File: src/rtl/sram_bank_responder_if.sv
// Bundled request/response signals between the memory controller (master) and
// the SRAM bank responder (slave).
interface sram_bank_responder_if #(
    parameter int Addr_Width = 4,
    parameter int Nums_SRAM  = 3,
    parameter int Data_Width = 16
);
    logic [Nums_SRAM-1:0]            Mem_Clear;
    logic [Nums_SRAM-1:0]            En_Chip_Select;
    logic [Nums_SRAM-1:0]            En_Write;
    logic [Nums_SRAM-1:0]            En_Read;
    logic [Nums_SRAM*Addr_Width-1:0] Addr_Write;
    logic [Nums_SRAM*Addr_Width-1:0] Addr_Read;
    logic [Nums_SRAM*Data_Width-1:0] Data_In;
    logic [Nums_SRAM*Data_Width-1:0] Data_Out;
    logic [Nums_SRAM-1:0]            Data_Valid;
    logic [Nums_SRAM-1:0]            Clear_Busy;
    logic [Nums_SRAM-1:0]            Collision;

    modport master (
        output Mem_Clear, En_Chip_Select, En_Write, En_Read,
        output Addr_Write, Addr_Read, Data_In,
        input  Data_Out, Data_Valid, Clear_Busy, Collision
    );

    modport slave (
        input  Mem_Clear, En_Chip_Select, En_Write, En_Read,
        input  Addr_Write, Addr_Read, Data_In,
        output Data_Out, Data_Valid, Clear_Busy, Collision
    );
endinterface

File: src/rtl/sram_bank_responder.sv
// Bank of independent single-clock SRAMs with registered reads, per-SRAM hardware clear
// and collision flags. Define WRITE_FIRST_BYPASS_EN to forward same-address write data.
module sram_bank_responder #(
    parameter int Addr_Width = 4,
    parameter int Ram_Depth  = 1 << Addr_Width,
    parameter int Nums_SRAM  = 3,
    parameter int Data_Width = 16
) (
    input logic                  clk,
    input logic                  Mem_reset,
    sram_bank_responder_if.slave bus
);
    localparam logic [Addr_Width:0] DEPTH = (Addr_Width + 1)'(Ram_Depth);
    localparam logic [Addr_Width:0] LAST  = (Addr_Width + 1)'(Ram_Depth - 1);

    typedef enum logic [1:0] {
        IDLE,
        CLEAR,
        HOLD
    } clr_state_t;

    for (genvar i = 0; i < Nums_SRAM; i++) begin : g_sram
        logic [Data_Width-1:0] mem [Ram_Depth];
        logic [Addr_Width-1:0] wa;
        logic [Addr_Width-1:0] ra;
        logic [Data_Width-1:0] wdata;
        logic [Data_Width-1:0] rdata;
        logic                  wa_in;
        logic                  ra_in;
        logic                  wr_ok;
        logic                  rd_ok;
        logic                  same;

        clr_state_t            state;
        logic [Addr_Width:0]   clr_cnt;
        logic                  busy;
        logic                  valid;
        logic                  coll;
        logic [Data_Width-1:0] dout;

        assign wa    = bus.Addr_Write[i*Addr_Width +: Addr_Width];
        assign ra    = bus.Addr_Read[i*Addr_Width +: Addr_Width];
        assign wdata = bus.Data_In[i*Data_Width +: Data_Width];
        assign wa_in = {1'b0, wa} < DEPTH;
        assign ra_in = {1'b0, ra} < DEPTH;
        // External writes are locked out while the clear sequence owns the write port.
        assign wr_ok = bus.En_Chip_Select[i] & bus.En_Write[i] & (state != CLEAR);
        assign rd_ok = bus.En_Chip_Select[i] & bus.En_Read[i];
        assign same  = wr_ok & rd_ok & (wa == ra);

        always_comb begin
            rdata = ra_in ? mem[ra] : '0;
`ifdef WRITE_FIRST_BYPASS_EN
            if (same && ra_in) rdata = wdata;
`endif
        end

        always_ff @(posedge clk) begin
            if (state == CLEAR && !Mem_reset) begin
                mem[clr_cnt[Addr_Width-1:0]] <= '0;
            end else if (wr_ok && wa_in) begin
                mem[wa] <= wdata;
            end
        end

        always_ff @(posedge clk) begin
            if (Mem_reset) begin
                state   <= IDLE;
                clr_cnt <= '0;
                busy    <= 1'b0;
                valid   <= 1'b0;
                coll    <= 1'b0;
                dout    <= '0;
            end else begin
                valid <= rd_ok;
                coll  <= same;
                if (rd_ok) dout <= rdata;
                case (state)
                    IDLE: begin
                        if (bus.Mem_Clear[i]) begin
                            state   <= CLEAR;
                            clr_cnt <= '0;
                            busy    <= 1'b1;
                        end
                    end
                    CLEAR: begin
                        if (clr_cnt == LAST) begin
                            state   <= HOLD;
                            clr_cnt <= '0;
                            busy    <= 1'b0;
                        end else begin
                            clr_cnt <= clr_cnt + 1'b1;
                        end
                    end
                    HOLD: begin
                        // Request must drop before another clear can start.
                        if (!bus.Mem_Clear[i]) state <= IDLE;
                    end
                    default: begin
                        state <= IDLE;
                        busy  <= 1'b0;
                    end
                endcase
            end
        end

        assign bus.Data_Out[i*Data_Width +: Data_Width] = dout;
        assign bus.Data_Valid[i] = valid;
        assign bus.Clear_Busy[i] = busy;
        assign bus.Collision[i]  = coll;
    end
endmodule
File: src/flat_wrapper.sv
// flat-port wrapper written by rule: the top's interface ports become plain ports
module sram_bank_responder_flat 
#(
    parameter int Addr_Width = 4,
    parameter int Ram_Depth  = 1 << Addr_Width,
    parameter int Nums_SRAM  = 3,
    parameter int Data_Width = 16
)
  (clk, Mem_reset, bus_Mem_Clear, bus_En_Chip_Select, bus_En_Write, bus_En_Read, bus_Addr_Write, bus_Addr_Read, bus_Data_In, bus_Data_Out, bus_Data_Valid, bus_Clear_Busy, bus_Collision);
  sram_bank_responder_if #(.Addr_Width(Addr_Width), .Nums_SRAM(Nums_SRAM), .Data_Width(Data_Width)) bus_i ();
  input logic clk;
  input logic Mem_reset;
  input wire logic [$bits(bus_i.Mem_Clear)-1:0] bus_Mem_Clear;
  input wire logic [$bits(bus_i.En_Chip_Select)-1:0] bus_En_Chip_Select;
  input wire logic [$bits(bus_i.En_Write)-1:0] bus_En_Write;
  input wire logic [$bits(bus_i.En_Read)-1:0] bus_En_Read;
  input wire logic [$bits(bus_i.Addr_Write)-1:0] bus_Addr_Write;
  input wire logic [$bits(bus_i.Addr_Read)-1:0] bus_Addr_Read;
  input wire logic [$bits(bus_i.Data_In)-1:0] bus_Data_In;
  output wire logic [$bits(bus_i.Data_Out)-1:0] bus_Data_Out;
  output wire logic [$bits(bus_i.Data_Valid)-1:0] bus_Data_Valid;
  output wire logic [$bits(bus_i.Clear_Busy)-1:0] bus_Clear_Busy;
  output wire logic [$bits(bus_i.Collision)-1:0] bus_Collision;
  assign bus_i.Mem_Clear = bus_Mem_Clear;
  assign bus_i.En_Chip_Select = bus_En_Chip_Select;
  assign bus_i.En_Write = bus_En_Write;
  assign bus_i.En_Read = bus_En_Read;
  assign bus_i.Addr_Write = bus_Addr_Write;
  assign bus_i.Addr_Read = bus_Addr_Read;
  assign bus_i.Data_In = bus_Data_In;
  assign bus_Data_Out = bus_i.Data_Out;
  assign bus_Data_Valid = bus_i.Data_Valid;
  assign bus_Clear_Busy = bus_i.Clear_Busy;
  assign bus_Collision = bus_i.Collision;
  sram_bank_responder #(.Addr_Width(Addr_Width), .Ram_Depth(Ram_Depth), .Nums_SRAM(Nums_SRAM), .Data_Width(Data_Width)) u_core (.clk(clk), .Mem_reset(Mem_reset), .bus(bus_i));
endmodule
File: config.mk
export PLATFORM = sky130hd
export DESIGN_NAME = sram_bank_responder_flat
export DESIGN_NICKNAME = d
export VERILOG_FILES = /design/src/rtl/sram_bank_responder_if.sv /design/src/rtl/sram_bank_responder.sv /design/src/flat_wrapper.sv
export SDC_FILE = /design/constraint.sdc
export NUM_CORES = 1
export LEC_CHECK = 0
export CAP_MARGIN = 0
export CORE_MARGIN = 1.5
export CORE_UTILIZATION = 49
export CTS_CLUSTER_DIAMETER = 80
export DETAILED_ROUTE_END_ITERATION = 10
export PLACE_DENSITY = 0.69
export SKIP_CTS_REPAIR_TIMING = 1
export SLEW_MARGIN = 20
export SYNTH_ARGS = -nofsm -noshare
export SYNTH_HDL_FRONTEND = slang
export SYNTH_SLANG_ARGS = --single-unit
File: constraint.sdc
create_clock -name clk -period 3 [get_ports clk]
set_input_delay 0.6 -clock clk [delete_from_list [all_inputs] [get_ports clk]]
set_output_delay 0.6 -clock clk [all_outputs]
set_load 0.03 [all_outputs]
==> impl_metrics.yaml, run 1 <==
synthesis:
  syn_area_sq_um: 33400
  ys_seq_area_share_pct: 73.7
  yosys_warnings: 0
  synth_fp_nets: 1853
  synth_cell_types: 61
  synth_seq_cells: 846
  yosysTopAreaCell: "edfxtp_1"
  ys_async_sr_fraction_pct: 0
  yosys.area.top_type_share_pct: 69.0
  postSynthCellCount: 1764
  synth_top_cells_by_area: "edfxtp_1, mux4_2, dfxtp_1"
  synth_edf_count: 768
  synth_ff_type: "edfxtp_1"
  syn_area_per_cell_sq_um: 18.9
drt:
  ant_nets: 0
  drt-pass1-iter-count: 6
  post_drt_wl_per_cell_microns: 25.0
  drt_iter0_drc: 1738
  num_vias: 17600
  via_per_inst: 5.90
  finalWirelength_mm: 74.3
  drc: 0
power:
  p_leak_nw: 13.6
  powerDensity_nw_per_um2: 636
  ir_drop_mv: 0.608
  finalPower_mw: 25.1
layout:
  finalNetCount: 2124
  post-route-util_pct: 58.7
  antennaDiodeCount: 0
  layout_commonest_cell: "edfxtp_1"
  drive_gt1_share_pct: 20.8
  area_growth_pct: 18.2
  final_cell_mix: "edfxtp_1, clkdlybuf4s50_1, buf_4"
placed_design:
  gp_congestion: 0.855
  hpwlAfterDp_mm: 48.4
  numPortBuffers: 142
cts:
  cts_max_path_buffers: 3
  clock_sinks: 846
  clock-root-buffer: "clkbuf_16"
  clkTransAtPathRegs_ps: 60
  clock_latency_ps: 640
  cts_buffers: 84
  h-tree-depth: 3
  cts_tree: "built"
worst_setup_path:
  r2r_start: "u_core.g_sram[0].state[1]"
  worst_path_largest_cell_delay_ps: 720
  startpoint: "u_core.g_sram[0].dout[14]"
  path_delay_family: "buffers and inverters"
  required_ps: 2400
  crit_fanout: 2
  crit_type: "register to output port"
  cp_num_buf_inv: 1
  end_kind: "output port"
  worstPathArrival_ps: 1780
  path_cells: "clkdlybuf4s50_1"
  startpoint_type: "register"
  cpMaxStageDelayCell: "clkdlybuf4s50_1"
die:
  dieArea_sq_um: 69800
  core_sq_um: 67300
  initial_core_util_pct: 49.7
  rows: 95
  die_h_microns: 264
  ios: 143
  fp.dieW_microns: 264
global_routing:
  grt_max_degree: 36
  grt_usage_pct: 21.3
  antenna_found_initial: 0
  overflow: 0
  grt_pass1_vias: 17600
  grt_pass1_wl_mm: 111
timing:
  setup_violations: 0
  fmaxAchievable_ghz: 0.420
  skew_ps: 30.2
  relSlewSlack_pct: 41.6
  setup_tns_ps: 0
  finalMaxSlewViolations: 0
  rsz0062_at_grt: "false"
  fin_crit_sh_pct: 79.3
  hold_viol: 0
  worst_pin_slew_ps: 876
  min_period_ps: 2380
outcome:
  status: "finished, final reports clean"
min_path:
  min_from: "u_core.g_sram[0].clr_cnt[4]"
  worstHoldPathType: "register to register"
run:
  drv_cap: 0
## flip-flops by register name (all words and copies together), names as in the netlist
register and cells:
u_core.g_sram.dout 48, u_core.g_sram.coll 3, u_core.g_sram.state 6, u_core.g_sram.busy 3
u_core.g_sram.valid 3, u_core.g_sram.clr_cnt 15, u_core.g_sram.mem 768
## worst paths after layout
path	to	slack, ps	depth (start not counted)
worst min register to register	u_core.g_sram[0].clr_cnt[4]	440	1
worst max register to register	u_core.g_sram[0].mem[14][8]	640	4
worst min-delay path	u_core.g_sram[0].clr_cnt[4]	440	1
worst max-delay path	bus_Data_Out[14]	620	1
## area by class of cell
class | instances | area (sq um)
inverter | 12 | 45.0
multi-input combinational | 796 | 8090
clock inverter | 39 | 394
timing repair buffer | 295 | 2800
clock buffer | 118 | 2460
tap | 873 | 1090
fill | 4858 | 27800
sequential | 846 | 24600
## power by group
group	internal, mW	switching [mW]
combinational	0.643	0.834
sequential	13.0	0.0779
clock	6.28	4.36
total	19.9	5.27
## synth_stat cells (all sizes together), types with 3 or more instances
library cell	number
a22oi	48
and3	4
nand4bb	3
a31oi	7
a221o	3
nor3	13
clkbuf	43
nor3b	5
ha	3
nand3b	4
nand2	64
a221oi	45
and3b	3
xor2	3
o21bai	3
mux2i	113
o311a	4
or3	3
and2	55
nor2b	18
nand2b	6
mux2	50
inv	12
buf	64
nor4	5
xnor2	11
edfxtp	768
a21boi	3
a32oi	4
mux4	141
nand3	11
nand4	3
o21ai	57
a2bb2oi	4
nor2	66
dfxtp	78
a21oi	12
## metrics by stage
step | hold slack, ps | setup slack, ps | cell area (sq um) | std cells
final | 436 | 620 | 39500 | 2979
after global routing | 454 | 444 | 39500 | 2979
after CTS | 439 | 554 | 39500 | 2979
after global placement | 426 | 132 | 36600 | 2822
after floorplan | 420 | 44.2 | 33400 | 1764
after detailed placement | 430 | 57.6 | 36600 | 2822
## layer usage
| layer | global-route usage, % | routed length (microns) |
|---|---|---|
| met5 | 0 | 0 |
| met4 | 7.38 | 2040 |
| met3 | 3.89 | 5540 |
| met2 | 32.6 | 34400 |
| met1 | 31.0 | 32400 |
## cell families (layout without fill, tap and decap cells)
logic type                 count (synthesis)  count (layout)  synth area share [%]
AOI/OAI and AO/OA                        205             205                  4.34
xor gates and xnor gates                  14              14                 0.367
adders and majority gates                  3               3                 0.112
buffers and inverters                    122             464                  2.16
DFF                                      846             846                  73.7
muxes                                    304             304                  15.2
and+or+nand+nor                          270             270                  4.15
Power figures use the tool's default switching activity.
==> inputs of run 2 (changes only) <==
==> constraint.sdc (replaced) <==
create_clock -name clk -period 2.1 [get_ports clk]
set_input_delay 0.42 -clock clk [delete_from_list [all_inputs] [get_ports clk]]
set_output_delay 0.42 -clock clk [all_outputs]
set_load 0.03 [all_outputs]
==> run 2 against run 1 <==
The run now ends with negative setup slack left. Global-route usage up 1.0 points. Total power up 40%. Die area unchanged. First-iteration DRC count down 6.0%. Largest power group unchanged.
==> impl_metrics.yaml, run 2 (synthesis gave the netlist of run 1 again) <==
outcome:
  status: "complete, but fails checks"
  violations: "negative setup slack"
die:
  core_sq_um: 67300
  initial_core_util_pct: 49.7
  die_h_microns: 264
  rows: 95
  dieArea_sq_um: 69800
  ios: 143
  fp.dieW_microns: 264
placed_design:
  place_area_sq_um: 39000
  hpwlAfterDp_mm: 51.4
  dp_slack_ps: -581
  placed_cells: 2961
  numPortBuffers: 142
  gp_congestion: 0.874
timing:
  finalMaxSlewViolations: 0
  holdWs_ps: 422
  relSlewSlack_pct: 43.2
  fmaxAchievable_ghz: 0.470
  finalWorstSetupSlack_ps: -26.0
  setup_violations: 9
  worst_pin_slew_ps: 848
  fin_crit_sh_pct: 101
  setup_tns_ps: -78.9
  min_period_ps: 2130
  hold_viol: 0
  skew_ps: 38.7
layout:
  final_area_sq_um: 41800
  largest_reg_flops: 768
  multi_input_area_sq_um: 8300
  finalNetCount: 2265
  area_growth_pct: 25.3
  final_cell_mix: "edfxtp_1, buf_4, buf_12"
  regMostFlops: "u_core.g_sram.mem"
  reg.largest.list: "u_core.g_sram.mem (768), u_core.g_sram.dout (48), u_core.g_sram.clr_cnt (15)"
  seqCellArea_sq_um: 24600
  final_cells: 3118
  drive_gt1_share_pct: 27.1
  layout_commonest_cell: "edfxtp_1"
  antennaDiodeCount: 0
  n_fill_cell: 4554
cts:
  clock_sinks: 846
  clkTransAtPathRegs_ps: 60
  cts_buffers: 84
  cts_tree: "built"
  clock_latency_ps: 630
  h-tree-depth: 3
  cts_max_path_buffers: 3
  clock-root-buffer: "clkbuf_16"
worst_setup_path:
  worstReg2RegEnd: "u_core.g_sram[2].mem[4][2]"
  reg2reg_slack_ps: 40
  worstPathArrival_ps: 2410
  r2r_cells: 7
  r2r_start: "u_core.g_sram[2].state[1]"
  crit_type: "input pin to register"
  crit_fanout: 16
  end_kind: "register"
  required_ps: 2380
  startpoint_type: "input pin"
global_routing:
  grt_pass1_vias: 18600
  grt_max_degree: 28
  antenna_found_initial: 4
  overflow: 0
  grt_usage_pct: 22.3
  grt_pass1_wl_mm: 116
min_path:
  worstHoldPathType: "input pin to register"
  min_path_cells: 3
  min_from: "bus_Mem_Clear[2]"
  holdPathEnd: "u_core.g_sram[2].state[1]"
run:
  drv_cap: 0
drt:
  via_per_inst: 5.85
  drc: 0
  finalWirelength_mm: 78.0
  drt_iter0_drc: 1634
  ant_nets: 0
  post_drt_wl_per_cell_microns: 25.0
  drt-pass1-iter-count: 5
  num_vias: 18300
power:
  p_leak_nw: 15.3
  powerDensity_nw_per_um2: 843
  ir_drop_mv: 0.805
-- run 2: worst max-delay path by stage --
| stage | cells past startpoint | end | from |
|---|---|---|---|
| floorplan | 6 | u_core.g_sram[2].mem[7][0] | u_core.g_sram[2].state[1] |
| global placement | 7 | u_core.g_sram[2].mem[1][10] | Mem_reset |
| detailed placement | 7 | u_core.g_sram[2].mem[1][13] | Mem_reset |
| CTS | 1 | bus_Clear_Busy[0] | u_core.g_sram[0].busy |
| global route | 8 | u_core.g_sram[1].mem[0][1] | u_core.g_sram[1].state[1] |
| finish | 8 | u_core.g_sram[2].mem[4][2] | Mem_reset |
-- run 2: worst max-delay path, stage by stage --
cell and delay [ps]:
clkdlybuf4s50_1 440, buf_4 220, buf_4 180, nor3_1 430, a32oi_1 100, buf_4 190, nor2_1 120, buf_4 280
-- run 2: where the power goes --
group	leakage, nW	switching, mW	internal [mW]
logic	6.32	1.29	1.20
registers	7.74	0.101	18.5
clock network	1.27	6.17	8.01
-- run 2: routing by layer --
metal,track usage [%],wire length [microns],vias up
li1,-,-,8005
met1,29.9,31700,9409
met2,37.3,38900,696
met3,3.93,5000,138
met4,7.46,2310,6
met5,0,46,-
-- run 2: cell type report --
cell class / instances / area share, %
inverters: 12 / 0.108
clock buffers: 112 / 5.42
well taps: 873 / 2.61
repair buffers: 436 / 12.4
clock inverters: 43 / 0.816
multi-input cells: 796 / 19.8
flip-flops and latches: 846 / 58.8
-- run 2: per-stage QoR --
stage	total power, mW	util, %
after floorplan	20.2	-
after global placement	21.4	58.0
after detailed placement	21.4	58.0
after CTS	35.5	61.8
after global routing	36.3	62.2
final	35.3	62.2
==> inputs of run 3 (changes only) <==
--- a/config.mk
+++ b/config.mk
@@ -5,12 +5,12 @@
 export SDC_FILE = /design/constraint.sdc
 export NUM_CORES = 1
 export LEC_CHECK = 0
+export ABC_AREA = 1
 export CAP_MARGIN = 0
 export CORE_MARGIN = 1.5
-export CORE_UTILIZATION = 49
+export CORE_UTILIZATION = 40
 export CTS_CLUSTER_DIAMETER = 80
 export DETAILED_ROUTE_END_ITERATION = 10
-export PLACE_DENSITY = 0.69
 export SKIP_CTS_REPAIR_TIMING = 1
 export SLEW_MARGIN = 20
 export SYNTH_ARGS = -nofsm -noshare
==> run 3 against run 2 <==
Clock skew fell by 9.8 ps. Largest cell class unchanged. Design area rose by 2.2%. Largest power group unchanged. The run now ends clean. Total power rose by 6.5%.
==> impl_metrics.yaml, run 3 <==
die:
  initial_core_util_pct: 40.3
  rows: 108
  core_sq_um: 86500
  fp.dieW_microns: 298
  die_h_microns: 298
  dieArea_sq_um: 88800
  ios: 143
timing:
  finalWorstSetupSlack_ps: 43.7
  setup_tns_ps: 0
  worst_pin_slew_ps: 708
  skew_ps: 28.9
  setup_violations: 0
  fmaxAchievable_ghz: 0.486
  min_period_ps: 2060
  relSlewSlack_pct: 52.8
  finalMaxSlewViolations: 0
  hold_viol: 0
  fin_crit_sh_pct: 97.9
  rsz0062_at_grt: "true"
  holdWs_ps: 345
min_path:
  worstHoldPathType: "input pin to register"
  min_from: "Mem_reset"
power:
  p_leak_nw: 17.1
  powerDensity_nw_per_um2: 879
  ir_drop_mv: 0.656
layout:
  reg.largest.list: "u_core.g_sram.mem (768), u_core.g_sram.dout (48), u_core.g_sram.clr_cnt (15)"
  largest_reg_flops: 768
  post-route-util_pct: 49.4
  finalNetCount: 3539
  area_growth_pct: 22.8
  final_cell_mix: "nand2_1, edfxtp_1, nand3_1"
  antennaDiodeCount: 0
  final_cells: 4676
  layout_commonest_cell: "nand2_1"
  drive_gt1_share_pct: 12.3
  regMostFlops: "u_core.g_sram.mem"
synthesis:
  syn_area_sq_um: 34800
  synth_fp_nets: 3283
  syn_area_per_cell_sq_um: 10.9
  synthTopCellsByCount: "nand2_1, edfxtp_1, nand3_1"
  post-synth-top-count-cell: "nand2_1"
  yosys.area.top_type_share_pct: 66.2
  ys_async_sr_fraction_pct: 0
  synth_seq_cells: 846
  ys_seq_area_share_pct: 70.7
  synth_ff_type: "edfxtp_1"
  yosys_warnings: 0
  yosysTopAreaCell: "edfxtp_1"
  postSynthCellCount: 3194
  synth_cell_types: 33
  synth_edf_count: 768
  synth_top_cells_by_area: "edfxtp_1, nand2_1, nand3_1"
drt:
  num_vias: 23600
  drc: 0
  post_drt_wl_per_cell_microns: 19.3
  drt-pass1-iter-count: 6
  via_per_inst: 5.06
  finalWirelength_mm: 90.1
  ant_nets: 0
  drt_iter0_drc: 2062
run:
  drv_cap: 0
cts:
  cts_tree: "built"
  clock_sinks: 846
  h-tree-depth: 3
  cts_buffers: 89
  cts_max_path_buffers: 3
  clock_latency_ps: 640
  clkTransAtPathRegs_ps: 60
  clock-root-buffer: "clkbuf_16"
worst_setup_path:
  path_cells: "clkdlybuf4s50_1"
  worstPathArrival_ps: 1640
  worst_path_largest_cell_delay_ps: 690
  end_kind: "output port"
  required_ps: 1680
  startpoint_type: "register"
  crit_type: "register to output port"
  startpoint: "u_core.g_sram[0].dout[15]"
  crit_fanout: 2
  r2r_start: "u_core.g_sram[1].state[1]"
  reg2reg_slack_ps: 100
  cpMaxStageDelayCell: "clkdlybuf4s50_1"
  cp_num_buf_inv: 1
  path_delay_family: "buffers and inverters"
global_routing:
  grt_usage_pct: 20.1
  grt_pass1_vias: 23000
  grt_max_degree: 71
  antenna_found_initial: 2
  overflow: 0
  grt_pass1_wl_mm: 137
outcome:
  status: "finished, final reports clean"
placed_design:
  gp_congestion: 0.815
  hpwlAfterDp_mm: 58.5
  numPortBuffers: 142
  dp_slack_ps: -346
  placed_cells: 4511
==> run 3: layer usage <==
metal	global-route usage (%)	part of all wire [%]
met5	0	0.0089
met4	7.00	2.9
met3	2.95	5.6
met2	32.9	48
met1	27.4	43
==> run 3: logic make-up after synthesis <==
group | count (synthesis) | share of synthesized area [%]
flops | 846 | 70.7
compound gates | 47 | 0.848
simple gates | 1949 | 23.7
fa+ha+maj | 3 | 0.108
buf+inv | 340 | 4.45
xor+xnor | 9 | 0.226
==> run 3: cell type report <==
cell class / count / area [sq um]
repair buffers: 352 / 4370
fillers: 7694 / 43700
multi-input cells: 2009 / 8860
inverters: 152 / 577
well taps: 1155 / 1450
clock buffers: 126 / 2490
clock inverters: 36 / 394
flip-flops and latches: 846 / 24600
==> run 3: worst paths after layout <==
path / endpoint / cells past startpoint
min reg2reg: u_core.g_sram[0].clr_cnt[4] / 2
max reg2reg: u_core.g_sram[1].mem[15][5] / 10
min: u_core.g_sram[2].clr_cnt[1] / 3
max: bus_Data_Out[15] / 1
==> run 3: power by group <==
| part | internal (mW) | total (mW) | switching (mW) |
|---|---|---|---|
| sequential | 18.7 | 18.8 | 0.110 |
| combinational | 1.18 | 3.35 | 2.17 |
| clock | 9.02 | 15.5 | 6.43 |
| total | 28.9 | 37.6 | 8.71 |
==> run 3: through the flow <==
stage | power, mW | instance area (sq um)
after floorplan | 20.9 | 34800
after global placement | 22.4 | 39600
after detailed placement | 22.5 | 39600
after CTS | 37.8 | 42500
after global routing | 38.8 | 42800
final | 37.6 | 42800
